File: src/rtl/xor_stream_decipher.sv
// Receive side of the nibble XOR stream cipher: strips the LFSR keystream from
// incoming ciphertext nibbles and reassembles plaintext bytes, high nibble first.
module xor_stream_decipher #(
   parameter logic [3:0] SEED_ZERO_SUB = 4'b0001,
   parameter int         CNT_W         = 8
) (
   input  logic             clk,
   input  logic             rst,
   input  logic             key_load,
   input  logic [3:0]       key_in,
   input  logic             in_valid,
   input  logic [3:0]       in_data,
   output logic             in_ready,
   output logic             out_valid,
   output logic [7:0]       out_data,
   input  logic             out_ready,
   output logic [CNT_W-1:0] byte_count,
   output logic             keyed
);

   typedef enum logic [1:0] {
      S_NOKEY = 2'd0,
      S_HI    = 2'd1,
      S_LO    = 2'd2,
      S_OUT   = 2'd3
   } state_t;

   state_t           state_r;
   state_t           state_next_s;
   logic [3:0]       lfsr_r;
   logic [3:0]       hi_r;
   logic             out_valid_r;
   logic [7:0]       out_data_r;
   logic [CNT_W-1:0] byte_count_r;
   logic             keyed_r;
   logic             in_ready_s;
   logic             accept_s;
   logic             deliver_s;
   logic [3:0]       plain_s;

   // x^4 + x^3 + 1 Fibonacci step, period 15 for any non-zero seed
   function automatic logic [3:0] lfsr_step(input logic [3:0] cur);
      return {cur[2:0], cur[3] ^ cur[2]};
   endfunction

   // An all-zero seed would lock the LFSR, so it is swapped for a fixed non-zero one
   function automatic logic [3:0] seed_of(input logic [3:0] key);
      return (key == 4'b0000) ? SEED_ZERO_SUB : key;
   endfunction

   // State register
   always_ff @(posedge clk) begin
      if (rst) begin
         state_r <= S_NOKEY;
      end else begin
         state_r <= state_next_s;
      end
   end

   // Next-state logic; key_load overrides every handshake
   always_comb begin
      state_next_s = state_r;
      if (key_load) begin
         state_next_s = S_HI;
      end else begin
         case (state_r)
            S_NOKEY: state_next_s = S_NOKEY;
            S_HI:    state_next_s = accept_s  ? S_LO : S_HI;
            S_LO:    state_next_s = accept_s  ? S_OUT : S_LO;
            S_OUT:   state_next_s = deliver_s ? S_HI : S_OUT;
            default: state_next_s = S_NOKEY;
         endcase
      end
   end

   // Handshake qualifiers and keystream removal
   always_comb begin
      in_ready_s = ((state_r == S_HI) || (state_r == S_LO)) && !key_load && !rst;
      accept_s   = in_valid && in_ready_s;
      deliver_s  = (state_r == S_OUT) && out_valid_r && out_ready && !key_load && !rst;
      plain_s    = in_data ^ lfsr_r;
   end

   // Keystream, byte assembly and delivery bookkeeping
   always_ff @(posedge clk) begin
      if (rst) begin
         lfsr_r       <= 4'b0000;
         hi_r         <= 4'b0000;
         out_valid_r  <= 1'b0;
         out_data_r   <= 8'h00;
         byte_count_r <= '0;
         keyed_r      <= 1'b0;
      end else if (key_load) begin
         lfsr_r       <= seed_of(key_in);
         out_valid_r  <= 1'b0;
         byte_count_r <= '0;
         keyed_r      <= 1'b1;
      end else begin
         if (accept_s) begin
            lfsr_r <= lfsr_step(lfsr_r);
            if (state_r == S_HI) begin
               hi_r <= plain_s;
            end else begin
               out_data_r  <= {hi_r, plain_s};
               out_valid_r <= 1'b1;
            end
         end
         if (deliver_s) begin
            out_valid_r  <= 1'b0;
            byte_count_r <= byte_count_r + CNT_W'(1);
         end
      end
   end

   assign in_ready   = in_ready_s;
   assign out_valid  = out_valid_r;
   assign out_data   = out_data_r;
   assign byte_count = byte_count_r;
   assign keyed      = keyed_r;

endmodule

File: config.mk
export PLATFORM = sky130hd
export DESIGN_NAME = xor_stream_decipher
export DESIGN_NICKNAME = d
export VERILOG_FILES = /design/src/rtl/xor_stream_decipher.sv
export SDC_FILE = /design/constraint.sdc
export NUM_CORES = 1
export LEC_CHECK = 0
export CAP_MARGIN = 20
export CORE_ASPECT_RATIO = 2
export CORE_MARGIN = 2
export CORE_UTILIZATION = 40
export DETAILED_ROUTE_END_ITERATION = 6
export GPL_TIMING_DRIVEN = 0
export PLACE_DENSITY = 0.76
export SLEW_MARGIN = 5
export SYNTH_ARGS = -nofsm -noshare
export SYNTH_HDL_FRONTEND = slang
export SYNTH_SLANG_ARGS = --single-unit
File: constraint.sdc
create_clock -name clk -period 4.6 [get_ports clk]
set_clock_uncertainty 0.05 [all_clocks]
set_input_delay 1.38 -clock clk [delete_from_list [all_inputs] [get_ports clk]]
set_output_delay 1.38 -clock clk [all_outputs]
set_load 0.005 [all_outputs]
==> summary.txt, run 1 <==
Power and ir drop
  – Total power: 0.000503 W
  – Clock Power Share: 0.387
  – Maximum vdd drop: 0.195 mV
  – Leak pwr: 0.588 nW
  – Psw: 0.000110 W
  – Int Power: 0.000393 W
  – Share of power burned in registers: 0.504
  – Comb pwr share: 0.109
  – Switching Fraction: 0.219
  – Pwr/cell area: 290 nW/µm²

STA
  – Min Tclk post-route: 4470 ps
  – F_max: 224 MHz
  – Setup violators final: 0
  – Final period utilization: 0.971
  – Hold Fails Final Rpt: 0
  – Worst slew pin tran: 423 ps
  – Unrepaired setup endpoints after global routing: no
  – Relative slew slack: 0.718
  – Final Max Tran Viols: 0
  – Post-Route Setup TNS: 0 ps
  – Hold slack: 424 ps

GRT
  – Largest net degree at the start of global routing: 17
  – Met1 global-route usage: 0.164
  – Most Used Layer, Global Route: met2
  – Vias in the first global route: 1230
  – Met2 usage: 0.328
  – Antenna violations before repair: 0
  – M3 GR Usage: 0.0255
  – Global-route wire length before repair: 5.01 mm
  – GRT overflow: 0
  – GRT Overall Usage: 0.169

Die
  – Die Height: 85.0 µm
  – Die Span X: 44.5 µm
  – Io pins: 32
  – Starting Density: 0.415
  – Die ar.: 3780 µm²
  – # rows: 29
  – Core area: 3160 µm²

Synthesis
  – Yosys warns: 0
  – Synthesized cell area: 1310 µm²
  – Most frequent cell after synthesis: dfxtp_1
  – Synth Area per Inst: 9.11 µm²
  – Synth top area share: 0.427
  – Post-synth cell types: 37
  – EDFF count, synth: 0
  – Commonest register cell after synthesis: dfxtp_1
  – Dominant cell type by area after synthesis: dfxtp_1
  – Async S/R FF share, synth: 0
  – Mapped Cells: 144
  – Synth area leaders: dfxtp_1 (43%), a21oi_1 (6.5%), ha_1 (4.8%), nor3_1 (3.4%), a311oi_1 (3.3%)
  – Seq cells post-synth: 28
  – Syn nets: 162
  – Commonest cells in the netlist: dfxtp_1 (28), a21oi_1 (17), nor2_1 (9), nor3_1 (9)
  – Seq/Total Area, Yosys: 0.427

Worst setup path
  – Crit path max-delay cell type: clkdlybuf4s50_1
  – Crit start category: input pin
  – CP endpoint kind: output port
  – CP Class: input pin to output port
  – Critical path, cell by cell: clkdlybuf4s50_1 > buf_2 > buf_2 > nor2_1 > and2_1 > clkdlybuf4s50_1
  – R2r worst-path depth: 6
  – Max stage delay on crit path: 490 ps
  – Critical Path AT: 3040 ps
  – Maximum fanout along the worst path: 10
  – CP Data Required Time: 3170 ps

Place
  – Cell area after placement: 1660 µm²
  – Port Buffers: 31
  – HPWL Detailed: 2.32 mm
  – Final Wtd Congestion: 0.749

Clock network
  – Post-CTS setup buffers: 0
  – Worst-Skew Late Latency: 280 ps
  – CTS Buf Count: 3
  – TritonCTS clock tree: yes
  – CTS Sinks: 28
  – Clk buf depth: 2
  – Clock transition at path regs: 90 ps
  – Hold Buf Count CTS: 0
  – H-tree Lvls: 1
  – Clock Root Buffer: clkbuf_8

Final layout
  – Post-Route Utilization: 0.549
  – Nets@finish: 198
  – Final Cell Area: 1730 µm²
  – Ant. Diodes: 0
  – Area added between synthesis and finish: 32.2%
  – Share of layout cells above drive strength 1: 0.0726

Hold path
  – Hold path depth: 2
  – HP Class: flip-flop to flip-flop

Detailed routing
  – Final wirelength: 2.95 mm
  – DRT Pass-1 Iters: 4
  – DRC viols: 0
  – Via-to-Cell Ratio: 5.62
  – ANT nets after route: 0
  – DR iter-0 viols: 21
  – Wire per inst: 14.0 µm
  – Via count: 1181

Job
  – Number of max-cap violations: 0

Outcome
  – Status: finished clean
## cell families after synthesis
| group | count (synthesis) | synth area share |
|---|---|---|
| xor+xnor | 7 | 0.0468 |
| simple gates | 44 | 0.191 |
| compound gates | 43 | 0.213 |
| fa+ha+maj | 5 | 0.0477 |
| mux | 3 | 0.0229 |
| buf+inv | 14 | 0.0515 |
| flops | 28 | 0.427 |
## sequential cells by signal (all words and copies together), names as in the netlist
signal      count
byte_count      8
hi_r            4
keyed           1
lfsr_r          4
out_data        8
out_valid       1
state_r         2
## power by group through the flow
| stage | Sequential, W | Combinational (W) | Clock [W] |
|---|---|---|---|
| CTS | 0.000253 | 0.0000551 | 0.000199 |
| global route | 0.000254 | 0.0000604 | 0.000204 |
| detailed placement | 0.000259 | 0.0000549 | 0 |
| floorplan | 0.000257 | 0.0000323 | 0 |
| global placement | 0.000259 | 0.0000532 | 0 |
| finish | 0.000253 | 0.0000549 | 0.000194 |
## cell type report
| type | count | area, µm² |
|---|---|---|
| clock inverters | 1 | 30.0 |
| repair buffers | 31 | 310 |
| fillers | 277 | 1420 |
| plain buffers | 9 | 50.0 |
| inverters | 5 | 18.8 |
| multi-input cells | 102 | 683 |
| well taps | 31 | 38.8 |
| clock buffers | 3 | 41.3 |
| flip-flops and latches | 28 | 561 |
## worst paths after layout
path / to / slack, ps / start
worst min register to register: out_data[4] / 420 / hi_r[0]
worst max-delay path: in_ready / 130 / key_load
worst max register to register: lfsr_r[0] / 2720 / state_r[0]
worst min-delay path: out_data[4] / 420 / hi_r[0]
## placed cells by master (no fill, tap or decap), types with 2 or more instances in the layout
cell type,count
a21oi_1,17
nor2_1,9
o41ai_1,3
clkbuf_8,3
a211oi_1,4
o21a_1,3
mux2i_1,3
xnor2_1,5
nand4_1,3
or3_1,4
a311oi_1,5
buf_2,3
o311ai_0,2
xor2_1,2
ha_1,5
o21ai_0,6
inv_1,4
clkbuf_1,3
clkdlybuf4s50_1,31
dfxtp_1,28
nor3_1,9
nand2_1,3
nand3_1,6
## critical path, delay by kind of cell
| kind | cells | cell delay [ps] |
|---|---|---|
| buf+inv | 4 | 1310 |
| simple gates | 2 | 340 |
## metrics by stage
stage | setup slack (ps) | instances
2_1_floorplan | 1190 | 144
3_3_place_gp | 93.7 | 206
3_5_place_dp | 67.1 | 206
4_1_cts | 75.1 | 210
5_1_grt | 64.7 | 210
6_report | 134 | 210
## per-layer routing
layer	share of wire	wire, µm
met4	0.013	38
met3	0.029	85
met5	0	0
met1	0.38	1110
met2	0.58	1710
## repair_timing
action	in CTS	in global routing
endpoints found under the setup margin	0	1
endpoints found under the hold margin	0	0
gates resized for setup	0	2
No activity file was read; power rests on OpenSTA's default activity.
==> inputs of run 2 (changes only) <==
Settings changed: DONT_BUFFER_PORTS set to 1, PLACE_DENSITY 0.76 to 0.63, SLEW_MARGIN 5 to 0.
==> run 2 against run 1 <==
Effect of this change: maximum frequency grew 26%; non-clock buffer count shrank 31; total power is 16% lower; final area down 20%; utilization down 11 points; first-iteration DRC count down 4.8%; clock power down 32%; sequential share of layout area increased by 7.9 points; sequential cell count is the same; critical path depth is 2 lower; wire length down 2.2%; combinational power decreased by 29%; largest cell class unchanged; largest power group unchanged.
==> summary.txt, run 2 (synthesized netlist as in run 1, its figures left out) <==
Outcome
  – Status: finished clean (unchanged)

Die
  – Die Height: 85.0 µm (unchanged)
  – Die ar.: 3780 µm² (unchanged)
  – Starting Density: 0.415 (unchanged)
  – Io pins: 32 (unchanged)
  – # rows: 29 (unchanged)
  – Core area: 3160 µm² (unchanged)
  – Die Span X: 44.5 µm (unchanged)

Final layout
  – Nets@finish: 167 (was 198)
  – Most frequent cells in the layout: dfxtp_1 (28), a21oi_1 (17), nor2_1 (9), nor3_1 (9) (was clkdlybuf4s50_1 (31), dfxtp_1 (28), a21oi_1 (17))
  – Most common cell after layout, fill and taps aside: dfxtp_1 (was clkdlybuf4s50_1)
  – Ant. Diodes: 0 (unchanged)
  – Filler instances: 315 (was 277)
  – Post-Route Utilization: 0.441 (was 0.549)
  – Area added between synthesis and finish: 6.11% (was 32.2%)
  – Share of layout cells above drive strength 1: 0.0748 (was 0.0726)

Clock network
  – TritonCTS clock tree: yes (unchanged)
  – Clk buf depth: 2 (unchanged)
  – Post-CTS setup buffers: 0 (unchanged)
  – # resized after CTS: 0 (unchanged)
  – Worst-Skew Late Latency: 270 ps (was 280 ps)
  – Hold Buf Count CTS: 0 (unchanged)
  – H-tree Lvls: 1 (unchanged)
  – CTS Buf Count: 3 (unchanged)
  – CTS Sinks: 28 (unchanged)
  – Clock Root Buffer: clkbuf_8 (unchanged)
  – Clock transition at path regs: 80 ps (was 90 ps)

Detailed routing
  – DRT Pass-1 Iters: 4 (unchanged)
  – Via count: 1086 (was 1181)
  – Final wirelength: 2.88 mm (was 2.95 mm)
  – DRC viols: 0 (unchanged)
  – Wire per inst: 16.2 µm (was 14.0 µm)
  – Via-to-Cell Ratio: 6.10 (was 5.62)
  – DR iter-0 viols: 20 (was 21)
  – ANT nets after route: 0 (unchanged)

Power and ir drop
  – Maximum vdd drop: 0.224 mV (was 0.195 mV)
  – Pwr/cell area: 304 nW/µm² (was 290 nW/µm²)
  – Leak pwr: 0.459 nW (was 0.588 nW)

Worst setup path
  – CP Class: input pin to output port (unchanged)
  – Crit start category: input pin (unchanged)
  – FF-to-FF setup slack: 2750 ps (was 2720 ps)
  – CP endpoint kind: output port (unchanged)
  – Maximum fanout along the worst path: 10 (unchanged)
  – R2r worst-path depth: 6 (unchanged)
  – Critical Path AT: 2100 ps (was 3040 ps)
  – CP Data Required Time: 3170 ps (about the same)
  – Origin of the critical flop-to-flop path: state_r[0] (unchanged)
  – Crit Reg-Reg Endpoint: lfsr_r[0] (unchanged)

Hold path
  – HP Class: flip-flop to flip-flop (unchanged)
  – Hold EP: out_data[5] (was out_data[4])
  – Hold Startpoint: hi_r[1] (was hi_r[0])
  – Hold path depth: 2 (unchanged)

GRT
  – Vias in the first global route: 1060 (was 1230)
  – Largest net degree at the start of global routing: 15 (was 17)
  – GRT Overall Usage: 0.163 (was 0.169)
  – Antenna violations before repair: 0 (unchanged)
  – GRT overflow: 0 (unchanged)
  – Global-route wire length before repair: 4.73 mm (was 5.01 mm)

STA
  – Unrepaired setup endpoints after global routing: no (unchanged)
  – F_max: 283 MHz (was 224 MHz)
  – Final Max Tran Viols: 0 (unchanged)
  – Relative slew slack: 0.684 (was 0.718)
  – Final period utilization: 0.768 (was 0.971)
  – Worst slew pin tran: 474 ps (was 423 ps)
  – Min Tclk post-route: 3530 ps (was 4470 ps)
  – Setup violators final: 0 (unchanged)
  – Post-Route Setup TNS: 0 ps (unchanged)
  – Hold Fails Final Rpt: 0 (unchanged)

Place
  – Port Buffers: 0 (was 31)
  – Final Wtd Congestion: 0.772 (was 0.749)
  – HPWL Detailed: 2.22 mm (was 2.32 mm)

Job
  – Number of max-cap violations: 0 (unchanged)
-- run 2: cell count changes in the layout (fill, tap and decap cells not counted), sizes merged --
cell | previous run | this run
clkdlybuf4s50 | 31 | 0
bufinv | 1 | 0
-- run 2: metal layers --
layer | track usage | share of wire
met1 | 0.168 | 0.37
met3 | 0.0298 | 0.053
met4 | 0.0661 | 0.019
met5 | 0 | 0
met2 | 0.302 | 0.56
-- run 2: metrics by stage --
stage          total power [W]  instances  instance area (µm²)  setup slack, ps  hold WS [ps]
3_5_place_dp          0.000298        175                 1350             1070           412
3_3_place_gp          0.000297        175                 1350             1070           405
4_1_cts               0.000428        178                 1390             1070           425
6_report              0.000424        178                 1390             1070           424
5_1_grt               0.000442        178                 1390              997           442
2_1_floorplan         0.000290        144                 1310             1190           393
-- run 2: final cells by class --
type / count / area (µm²) / area share
Tap cell: 31 / 38.8 / 0.0279
Multi-Input combinational cell: 102 / 683 / 0.491
Buffer: 9 / 48.8 / 0.0351
Inverter: 5 / 18.8 / 0.0135
Sequential cell: 28 / 561 / 0.403
Clock buffer: 3 / 41.3 / 0.0297
-- run 2: worst max-delay path by stage --
stage	from	endpoint	slack, ps	cells past startpoint
global placement	key_load	in_ready	1070	4
floorplan	key_load	in_ready	1190	4
CTS	key_load	in_ready	1070	4
detailed placement	key_load	in_ready	1070	4
global route	key_load	in_ready	1000	4
finish	key_load	in_ready	1070	4
-- run 2: power breakdown --
| group | internal [W] | leakage, nW | switching [W] |
|---|---|---|---|
| sequential | 0.000248 | 0.227 | 0.00000583 |
| combinational | 0.0000168 | 0.210 | 0.0000219 |
| clock | 0.0000588 | 0.0216 | 0.0000724 |
| total | 0.000323 | 0.459 | 0.000100 |
-- run 2: worst max-delay path: stages --
cell    delay (ps)
buf_2          180
buf_2          240
nor2_1         100
and2_1         200
==> inputs of run 3 (changes only) <==
Settings changed: PLACE_DENSITY 0.63 to 0.65.
Clock period 4.6 ns to 3.1 ns, I/O delays scaled along.
==> run 3 against run 2 <==
Effect of this change: non-clock buffer count unchanged; sequential share of layout area down 0.39 points; utilization up 0.44 points; via count up 0.28%; critical path type unchanged.
==> summary.txt, run 3 (synthesized netlist as in run 1, its figures left out) <==
Outcome
  – Status: finished clean (unchanged)

Worst setup path
  – Crit Reg-Reg Endpoint: lfsr_r[0] (unchanged)
  – R2r worst-path depth: 6 (unchanged)
  – FF-to-FF setup slack: 1220 ps (was 2750 ps)
  – WP buf/inv: 2 (unchanged)
  – Critical Path AT: 1660 ps (was 2100 ps)
  – CP endpoint kind: output port (unchanged)
  – Critical path's top delay family: buffers and inverters (unchanged)
  – Critical path, cell by cell: buf_2 > buf_2 > nor2_1 > and2_1 (unchanged)
  – Crit. Startpoint: key_load (unchanged)
  – Origin of the critical flop-to-flop path: state_r[0] (unchanged)
  – Crit path max-delay cell type: buf_2 (unchanged)
  – Maximum fanout along the worst path: 10 (unchanged)
  – Crit path capture: in_ready (unchanged)
  – Critical path depth: 4 (unchanged)
  – CP Data Required Time: 2120 ps (was 3170 ps)
  – CP Class: input pin to output port (unchanged)
  – Most used cell along the critical path: buf_2 (unchanged)
  – Max stage delay on crit path: 240 ps (about the same)
  – Crit start category: input pin (unchanged)

Power and ir drop
  – Total power: 0.000661 W (was 0.000424 W)
  – Pwr/cell area: 471 nW/µm² (was 304 nW/µm²)
  – Switching Fraction: 0.234 (was 0.236)
  – Leak pwr: 0.466 nW (was 0.459 nW)
  – Maximum vdd drop: 0.263 mV (was 0.224 mV)
  – Share of power burned in registers: 0.569 (was 0.599)
  – Comb pwr share: 0.088 (was 0.092)
  – Int Power: 0.000507 W (was 0.000323 W)
  – Clock Power Share: 0.343 (was 0.310)
  – Psw: 0.000155 W (was 0.000100 W)

GRT
  – Largest net degree at the start of global routing: 16 (was 15)
  – Global-route wire length before repair: 4.93 mm (was 4.73 mm)
  – GRT overflow: 0 (unchanged)
  – Vias in the first global route: 1115 (was 1060)
  – Antenna violations before repair: 0 (unchanged)
  – GRT Overall Usage: 0.172 (was 0.163)

Die
  – Die ar.: 3780 µm² (unchanged)
  – Die Span X: 44.5 µm (unchanged)
  – # rows: 29 (unchanged)
  – Die Height: 85.0 µm (unchanged)
  – Io pins: 32 (unchanged)
  – Core area: 3160 µm² (unchanged)
  – Starting Density: 0.415 (unchanged)

STA
  – F_max: 379 MHz
  – Final Max Tran Viols: 0 (unchanged)
  – Hold Fails Final Rpt: 0 (unchanged)
  – Worst slew pin tran: 433 ps (was 474 ps)
  – Post-Route Setup TNS: 0 ps (unchanged)
  – Unrepaired setup endpoints after global routing: no (unchanged)
  – Final period utilization: 0.852
  – Relative slew slack: 0.712 (was 0.684)
  – Setup violators final: 0 (unchanged)
  – Min Tclk post-route: 2640 ps
  – Min setup slack post-route: 459 ps (was 1070 ps)

Clock network
  – CTS Buf Count: 3 (unchanged)
  – # resized after CTS: 0 (unchanged)
  – TritonCTS clock tree: yes (unchanged)
  – Clock transition at path regs: 90 ps (was 80 ps)
  – Post-CTS setup buffers: 0 (unchanged)
  – Hold Buf Count CTS: 0 (unchanged)
  – CTS Sinks: 28 (unchanged)
  – Worst-Skew Late Latency: 280 ps (was 270 ps)
  – Clk buf depth: 2 (unchanged)
  – H-tree Lvls: 1 (unchanged)
  – Clock Root Buffer: clkbuf_8 (unchanged)

Final layout
  – Nets@finish: 167 (unchanged)
  – Most frequent cells in the layout: dfxtp_1 (28), a21oi_1 (17), nor2_1 (9), nor3_1 (9) (unchanged)
  – Most common cell after layout, fill and taps aside: dfxtp_1 (unchanged)
  – Share of layout cells above drive strength 1: 0.0811 (was 0.0748)
  – Post-Route Utilization: 0.445 (was 0.441)
  – Ant. Diodes: 0 (unchanged)
  – Area added between synthesis and finish: 7.16% (was 6.11%)
  – Final Cell Area: 1410 µm² (was 1390 µm²)

Detailed routing
  – M1 WL: 1.11 mm (was 1.06 mm)
  – Met2 wire length: 1.63 mm (was 1.61 mm)
  – DRT Pass-1 Iters: 4 (unchanged)
  – Via-to-Cell Ratio: 6.08 (was 6.10)
  – DR iter-0 viols: 21 (was 20)
  – Detail Route met3 WL: 151 µm (was 152 µm)
  – DRC viols: 0 (unchanged)
  – Wire per inst: 16.6 µm (was 16.2 µm)
  – Final wirelength: 2.97 mm (was 2.88 mm)
  – Via count: 1089 (was 1086)
  – ANT nets after route: 0 (unchanged)
  – Top Metal Used: met4 (unchanged)

Place
  – Final Wtd Congestion: 0.785 (was 0.772)
  – HPWL Detailed: 2.29 mm (was 2.22 mm)
  – Port Buffers: 0 (unchanged)
  – Worst slack, placed: 446 ps (was 1070 ps)
  – Cell area after placement: 1350 µm² (unchanged)

Job
  – Number of max-cap violations: 0 (unchanged)

Hold path
  – HP Class: flip-flop to flip-flop (unchanged)
  – Hold Startpoint: hi_r[0] (was hi_r[1])
-- run 3: cell count changes in the layout (fill, tap and decap cells not counted) --
| cell | change |
|---|---|
| clkbuf_8 | +1 |
-- run 3: through the flow --
| stage | cells | hold slack (ps) |
|---|---|---|
| 2_1_floorplan | 144 | 393 |
| 3_3_place_gp | 175 | 404 |
| 3_5_place_dp | 175 | 410 |
| 4_1_cts | 179 | 424 |
| 5_1_grt | 179 | 444 |
| 6_report | 179 | 425 |
-- run 3: worst min path at each step --
stage	to	slack, ps	cells past startpoint
4_1_cts	out_data[4]	420	2
5_1_grt	out_data[4]	440	2
2_1_floorplan	out_data[4]	390	2
6_report	out_data[4]	420	2
3_3_place_gp	out_data[7]	400	2
3_5_place_dp	out_data[4]	410	2
-- run 3: power groups by stage --
stage               sequential, W  clock, W  combinational (W)
finish                   0.000376  0.000227          0.0000579
global route             0.000378  0.000246          0.0000653
CTS                      0.000377  0.000231          0.0000584
detailed placement       0.000385         0          0.0000580
global placement         0.000385         0          0.0000561
floorplan                0.000382         0          0.0000480
-- run 3: final cells by class --
| class | count | area, µm² |
|---|---|---|
| Inverter | 5 | 18.8 |
| Fill cell | 312 | 1750 |
| Sequential cell | 28 | 561 |
| Buffer | 9 | 48.8 |
| Tap cell | 31 | 38.8 |
| Multi-Input combinational cell | 102 | 683 |
| Clock buffer | 4 | 55.1 |
-- run 3: worst reg2reg max path: stages (launching register included) --
cell and delay (ps):
dfxtp_1 400, inv_1 90, ha_1 360, and3b_1 180, buf_2 160, or4b_1 480
o41ai_1 70
-- run 3: routing by layer --
| layer | GRT usage | vias to the layer above |
|---|---|---|
| li1 | - | 545 |
| met1 | 0.172 | 504 |
| met2 | 0.308 | 33 |
| met3 | 0.0340 | 7 |
| met4 | 0.0964 | 0 |
| met5 | 0 | - |
==> patch 1 (settings of run 1) <==
Set the parameter `CNT_W` to 7 (it was 8).
--- a/src/rtl/xor_stream_decipher.sv
+++ b/src/rtl/xor_stream_decipher.sv
@@ -3,5 +3,5 @@
 module xor_stream_decipher #(
    parameter logic [3:0] SEED_ZERO_SUB = 4'b0001,
-   parameter int         CNT_W         = 8
+   parameter int         CNT_W         = 7
 ) (
    input  logic             clk,
Ports: changed (resized byte_count); port bits go from 32 to 31. No check against the original RTL was run, so the function may have changed too.
==> patch 1 against run 1 <==
  * Sequential power fell by 3%
  * Critical path depth decreased by 1
  * Power is 14% lower
  * Sequential cell count decreased by 1
  * Count of clock-buffer cells in the layout is the same
  * Final area fell by 4.8%
  * Area after synthesis shrank 2.8%
  * Worst setup slack better by 0.088 ns
  * Global-route usage up 0.43 points
  * Routed wire length fell by 3.8%
  * Combinational power grew 0.7%
==> patch 1: results (changes against run 1) <==
logic_synthesis:
  synthCells: 137  # was 144
  syn_nets: 155  # was 162
  yosysSeqAreaShare: 0.424  # was 0.427
  synthTopCellsByCount: "dfxtp_1, a21oi_1, nor2_1"  # was dfxtp_1, a21oi_1, nor2_1, nor3_1
  netlist_top_cells_area: "dfxtp_1, a21oi_1, ha_1, nor3_1, buf_6"  # was dfxtp_1, a21oi_1, ha_1, nor3_1, a311oi_1
  yosys_register_bits: 27  # was 28
sta:
  worst_pin_slew_ns: 0.464  # was 0.423 ns
critical_path:
  slowest_delay_ns: 0.51  # was 0.49 ns
  reg2reg_setup_slack_ns: 2.73  # was 2.72 ns
  r2r_start: "state_r[0]"  # unchanged
  critPathArrivalTime_ns: 2.95  # was 3.04 ns
  r2r-end: "lfsr_r[0]"  # unchanged
  worstPathMaxFanout: 10  # unchanged
clock_tree:
  cts_max_path_buffers: 2  # unchanged
  clk_pin_slew_worst_paths_ns: 0.08
  clockRootBuffer: "clkbuf_8"  # unchanged
  h-tree-depth: 1  # unchanged
  clk_latency_ns: 0.27
  cts_resized: 0  # unchanged
global_routing:
  grt_antenna_before_repair: 0  # unchanged
  grt_max_degree: 16  # was 17
  grt_pass1_vias: 1162  # was 1230
  grt_pass1_wl_mm: 5.01  # unchanged
  grt.total_usage: 0.173  # was 0.169
layout:
  drive_gt1_frac: 0.0706  # was 0.0726
  largest_reg_flops: 8
  n_fill_cell: 296  # was 277
  final_nets: 189  # was 198
  n_antenna_cell: 0  # unchanged
route:
  dr.first_iter.drc_count: 23  # was 21
  routedWlPerCell_um: 14.1  # was 14.0 um
  routed_wl_mm: 2.84  # was 2.95 mm
  drt-vias-per-instance: 5.67  # was 5.62
status:
  status: "finished clean"  # unchanged
placement:
  dpl-instance-area_mm2: 0.00160  # was 0.00166 mm2
  port_buffers: 29  # was 31
  gp_congestion: 0.781  # was 0.749
  dp_hpwl_mm: 2.22  # was 2.32 mm
hold_path:
  hold_path_end: "out_data[6]"  # was out_data[4]
  hold_start: "hi_r[2]"  # was hi_r[0]
  hold_path.class: "register to register"  # unchanged
power_and_ir_drop:
  total_power_uw: 432  # was 503 uW
  power_switching_uw: 104  # was 110 uW
  p_seq_frac: 0.565  # was 0.504
  p_comb_uw: 55.3  # was 54.9 uW
  p_leak_uw: 0.000560  # was 0.000588 uW
  vdd_drop_max_v: 0.000188  # was 0.000195 V
[patch 1: cell types whose count changed after synthesis, moves of 2 or more]
cell and delta:
o41ai_1 -2, or3_1 -2, buf_6 +3, buf_2 -2, o311ai_0 -2, nand4_1 -2
[patch 1: worst max path at each step]
stage / from / to / slack, ns / cells after the start
floorplan: key_load / in_ready / 1.16 / 4
global placement: rst / in_ready / 0.25 / 5
detailed placement: rst / in_ready / 0.23 / 5
CTS: rst / in_ready / 0.22 / 5
global route: rst / in_ready / 0.11 / 5
finish: rst / in_ready / 0.22 / 5
[patch 1: cell families (layout without fill, tap and decap cells)]
logic type / after synthesis / count (layout) / synth area share
simple gates: 41 / 41 / 0.181
xor+xnor: 7 / 7 / 0.0481
fa+ha+maj: 5 / 5 / 0.0491
flops: 27 / 27 / 0.424
compound gates: 40 / 40 / 0.204
buf+inv: 13 / 46 / 0.0628
mux: 4 / 4 / 0.0314
[patch 1: critical path: cells and delay by family]
family	cells	cell delay, ns
buffers and inverters	3	1.19
and+or+nand+nor	2	0.37
[patch 1: final cells by class]
cell class                 instances  area, um2  area share
multi-input combinational         97        654       0.397
inverter                           4       15.0     0.00910
clock inverter                     1       5.00     0.00303
sequential                        27        541       0.328
tap                               31       38.8      0.0235
timing repair buffer              29        290       0.176
buffer                             9       65.1      0.0394
clock buffer                       3       41.3      0.0250
[patch 1: stage by stage]
stage | setup WS (ns) | hold WS, ns
after floorplan | 1.16 | 0.393
after global placement | 0.245 | 0.403
after detailed placement | 0.228 | 0.411
after CTS | 0.224 | 0.425
after global routing | 0.107 | 0.450
final | 0.223 | 0.424
[patch 1: per-layer routing]
metal	wire (um)	up-vias	track usage
met1	1050	538	0.182
met3	103	6	0.0195
met4	49	0	0.0771
met5	0	-	0
li1	-	565	-
met2	1640	30	0.320
==> patch 2 (flow settings as in run 1) <==
Made on the original files. Register the inputs `key_load` and `key_in` before use, without a reset. The logic sees them one clock later. The other inputs are not delayed to match.
--- a/src/rtl/xor_stream_decipher.sv
+++ b/src/rtl/xor_stream_decipher.sv
@@ -25,4 +25,12 @@
       S_OUT   = 2'd3
    } state_t;
+
+   logic key_load_q;
+   logic [3:0] key_q;
+
+   always_ff @(posedge clk) begin
+      key_load_q <= key_load;
+      key_q      <= key_in;
+   end
 
    state_t           state_r;
@@ -61,5 +69,5 @@
    always_comb begin
       state_next_s = state_r;
-      if (key_load) begin
+      if (key_load_q) begin
          state_next_s = S_HI;
       end else begin
@@ -76,7 +84,7 @@
    // Handshake qualifiers and keystream removal
    always_comb begin
-      in_ready_s = ((state_r == S_HI) || (state_r == S_LO)) && !key_load && !rst;
+      in_ready_s = ((state_r == S_HI) || (state_r == S_LO)) && !key_load_q && !rst;
       accept_s   = in_valid && in_ready_s;
-      deliver_s  = (state_r == S_OUT) && out_valid_r && out_ready && !key_load && !rst;
+      deliver_s  = (state_r == S_OUT) && out_valid_r && out_ready && !key_load_q && !rst;
       plain_s    = in_data ^ lfsr_r;
    end
@@ -91,6 +99,6 @@
          byte_count_r <= '0;
          keyed_r      <= 1'b0;
-      end else if (key_load) begin
-         lfsr_r       <= seed_of(key_in);
+      end else if (key_load_q) begin
+         lfsr_r       <= seed_of(key_q);
          out_valid_r  <= 1'b0;
          byte_count_r <= '0;
Function: changed (a bounded check fails within 4 cycles, from zero or initial values and one cycle with rst high).
==> patch 2 against run 1 <==
  * Final area increased by 7.7%
  * Register-to-register slack better by 0.10 ns
  * Sequential cell count grew 5
  * Routed wire length increased by 11%
  * Critical path type unchanged
  * Power rose by 22%
  * Synthesized cell count up 2.8%
  * Worst setup slack gained 0.13 ns
  * Critical endpoint unchanged
  * Critical path depth is 1 lower
  * Via count rose by 9.1%
  * Area after synthesis grew 7.5%
==> patch 2: results (changes against run 1) <==
route:
  ant_nets: 0  # unchanged
  dr.first_iter.drc_count: 32  # was 21
  highest_layer: "met4"  # unchanged
  drt_first_pass_iters: 4  # unchanged
  drt-met1-wl_mm: 1.12  # was 1.11 mm
  met2_length_mm: 1.84  # was 1.71 mm
  routed_wl_mm: 3.26  # was 2.95 mm
  via_count: 1288  # was 1181
  wl_met3_um: 161  # was 85 um
critical_path:
  r2r_start: "state_r[0]"  # unchanged
  crit_end: "in_ready"  # unchanged
  reg2reg_setup_slack_ns: 2.82  # was 2.72 ns
  worstPathMaxFanout: 10  # unchanged
  r2r_cells: 7  # was 6
  r2r-end: "hi_r[2]"  # was lfsr_r[0]
  critPathArrivalTime_ns: 2.91  # was 3.04 ns
  cp_slowest_cell: "clkdlybuf4s50_1"  # unchanged
  cp-startpoint: "rst"  # was key_load
  slowest_delay_ns: 0.49  # about the same
logic_synthesis:
  synthTopCellsByCount: "dfxtp_1, a21oi_1, nor2_1, nor3_1"  # unchanged
  synthArstFlopShare: 0  # unchanged
  syn_nets: 166  # was 162
  yosysMostFrequentCell: "dfxtp_1"  # unchanged
  netlist_top_cells_area: "dfxtp_1, a21oi_1, ha_1, a211oi_1, xnor2_1"  # was dfxtp_1, a21oi_1, ha_1, nor3_1, a311oi_1
  synth_warnings: 0  # unchanged
  synth_cell_type_count: 36  # was 37
  yosysSeqAreaShare: 0.469  # was 0.427
layout:
  final_nets: 204  # was 198
  n_fill_cell: 314  # was 277
  drive_gt1_frac: 0.0968  # was 0.0726
  n_antenna_cell: 0  # unchanged
clock_tree:
  cts_max_path_buffers: 2  # unchanged
  numCtsBuffers: 5  # was 3
  h-tree-depth: 2  # was 1
  clk_latency_ns: 0.29
  postCtsSetupBuffers: 0  # unchanged
  clk_pin_slew_worst_paths_ns: 0.07  # was 0.09 ns
sta:
  drv_slew: 0  # unchanged
  worst_pin_slew_ns: 0.413  # was 0.423 ns
  period_share: 0.943  # was 0.971
placement:
  port_buffers: 31  # unchanged
  dpl-instance-area_mm2: 0.00176  # was 0.00166 mm2
  dp_hpwl_mm: 2.52  # was 2.32 mm
  pre_cts_slack_ns: 0.0853  # was 0.0671 ns
  gp_congestion: 0.801  # was 0.749
power_and_ir_drop:
  p_leak_uw: 0.000646  # was 0.000588 uW
  sw_frac_of_total: 0.222  # was 0.219
  vdd_drop_max_v: 0.000235  # was 0.000195 V
status:
  status: "finished clean"  # unchanged
global_routing:
  grt_pass1_wl_mm: 5.44  # was 5.01 mm
  grt_antenna_before_repair: 0  # unchanged
  grt.total_usage: 0.183  # was 0.169
  grt_max_degree: 11  # was 17
  overflow: 0  # unchanged
hold_path:
  hold_path.class: "register to register"  # unchanged
==> patch 2: worst min path at each step <==
stage                             start             to  cells after the start
final                           hi_r[1]    out_data[5]                      2
after global routing            hi_r[3]    out_data[7]                      2
after CTS                       hi_r[1]    out_data[5]                      2
after detailed placement  byte_count[7]  byte_count[7]                      2
after global placement          hi_r[3]    out_data[7]                      2
after floorplan                 hi_r[1]    out_data[5]                      2
==> patch 2: area by class of cell <==
| cell class | instances | area, um2 | area share |
|---|---|---|---|
| clock buffer | 5 | 68.8 | 0.0369 |
| timing repair buffer | 31 | 310 | 0.166 |
| inverter | 5 | 18.8 | 0.0101 |
| multi-input combinational | 102 | 673 | 0.361 |
| tap | 32 | 40.0 | 0.0215 |
| clock inverter | 2 | 35.0 | 0.0188 |
| buffer | 8 | 58.8 | 0.0315 |
| sequential | 33 | 661 | 0.354 |
==> patch 2: critical path, delay by kind of cell <==
| kind | cells | cell delay (ns) |
|---|---|---|
| buffers and inverters | 3 | 1.21 |
| and+or+nand+nor | 2 | 0.31 |
==> patch 2: timing repair <==
action,CTS,global route
endpoints found under the setup margin,0,1
gates resized for setup,0,1
endpoints found under the hold margin,0,0
==> patch 2: power by group through the flow <==
stage               clock (uW)  combinational [uW]  sequential, uW
finish                     261                53.3             300
global route               276                58.6             300
CTS                        266                52.9             300
detailed placement           0                52.7             306
global placement             0                50.7             305
floorplan                    0                29.5             304
==> patch 2: kinds of logic after synthesis <==
logic type	after synthesis	synth area share
xor gates and xnor gates	7	0.0435
muxes	2	0.0142
DFF	33	0.468
buffers and inverters	13	0.0541
adders and majority gates	5	0.0444
and+or+nand+nor	48	0.198
AOI/OAI and AO/OA	40	0.177
==> patch 2: per-stage QoR <==
| stage | cells | hold slack (ns) | total power, uW |
|---|---|---|---|
| after detailed placement | 211 | 0.416 | 359 |
| after global routing | 218 | 0.451 | 635 |
| after global placement | 211 | 0.403 | 356 |
| after CTS | 218 | 0.428 | 618 |
| final | 218 | 0.421 | 613 |
| after floorplan | 148 | 0.393 | 334 |
==> patch 2: layer usage <==
layer  track usage  up-vias
li1              -      610
met1         0.163      615
met2         0.336       50
met3        0.0536       13
met4         0.109        0
met5             0        -
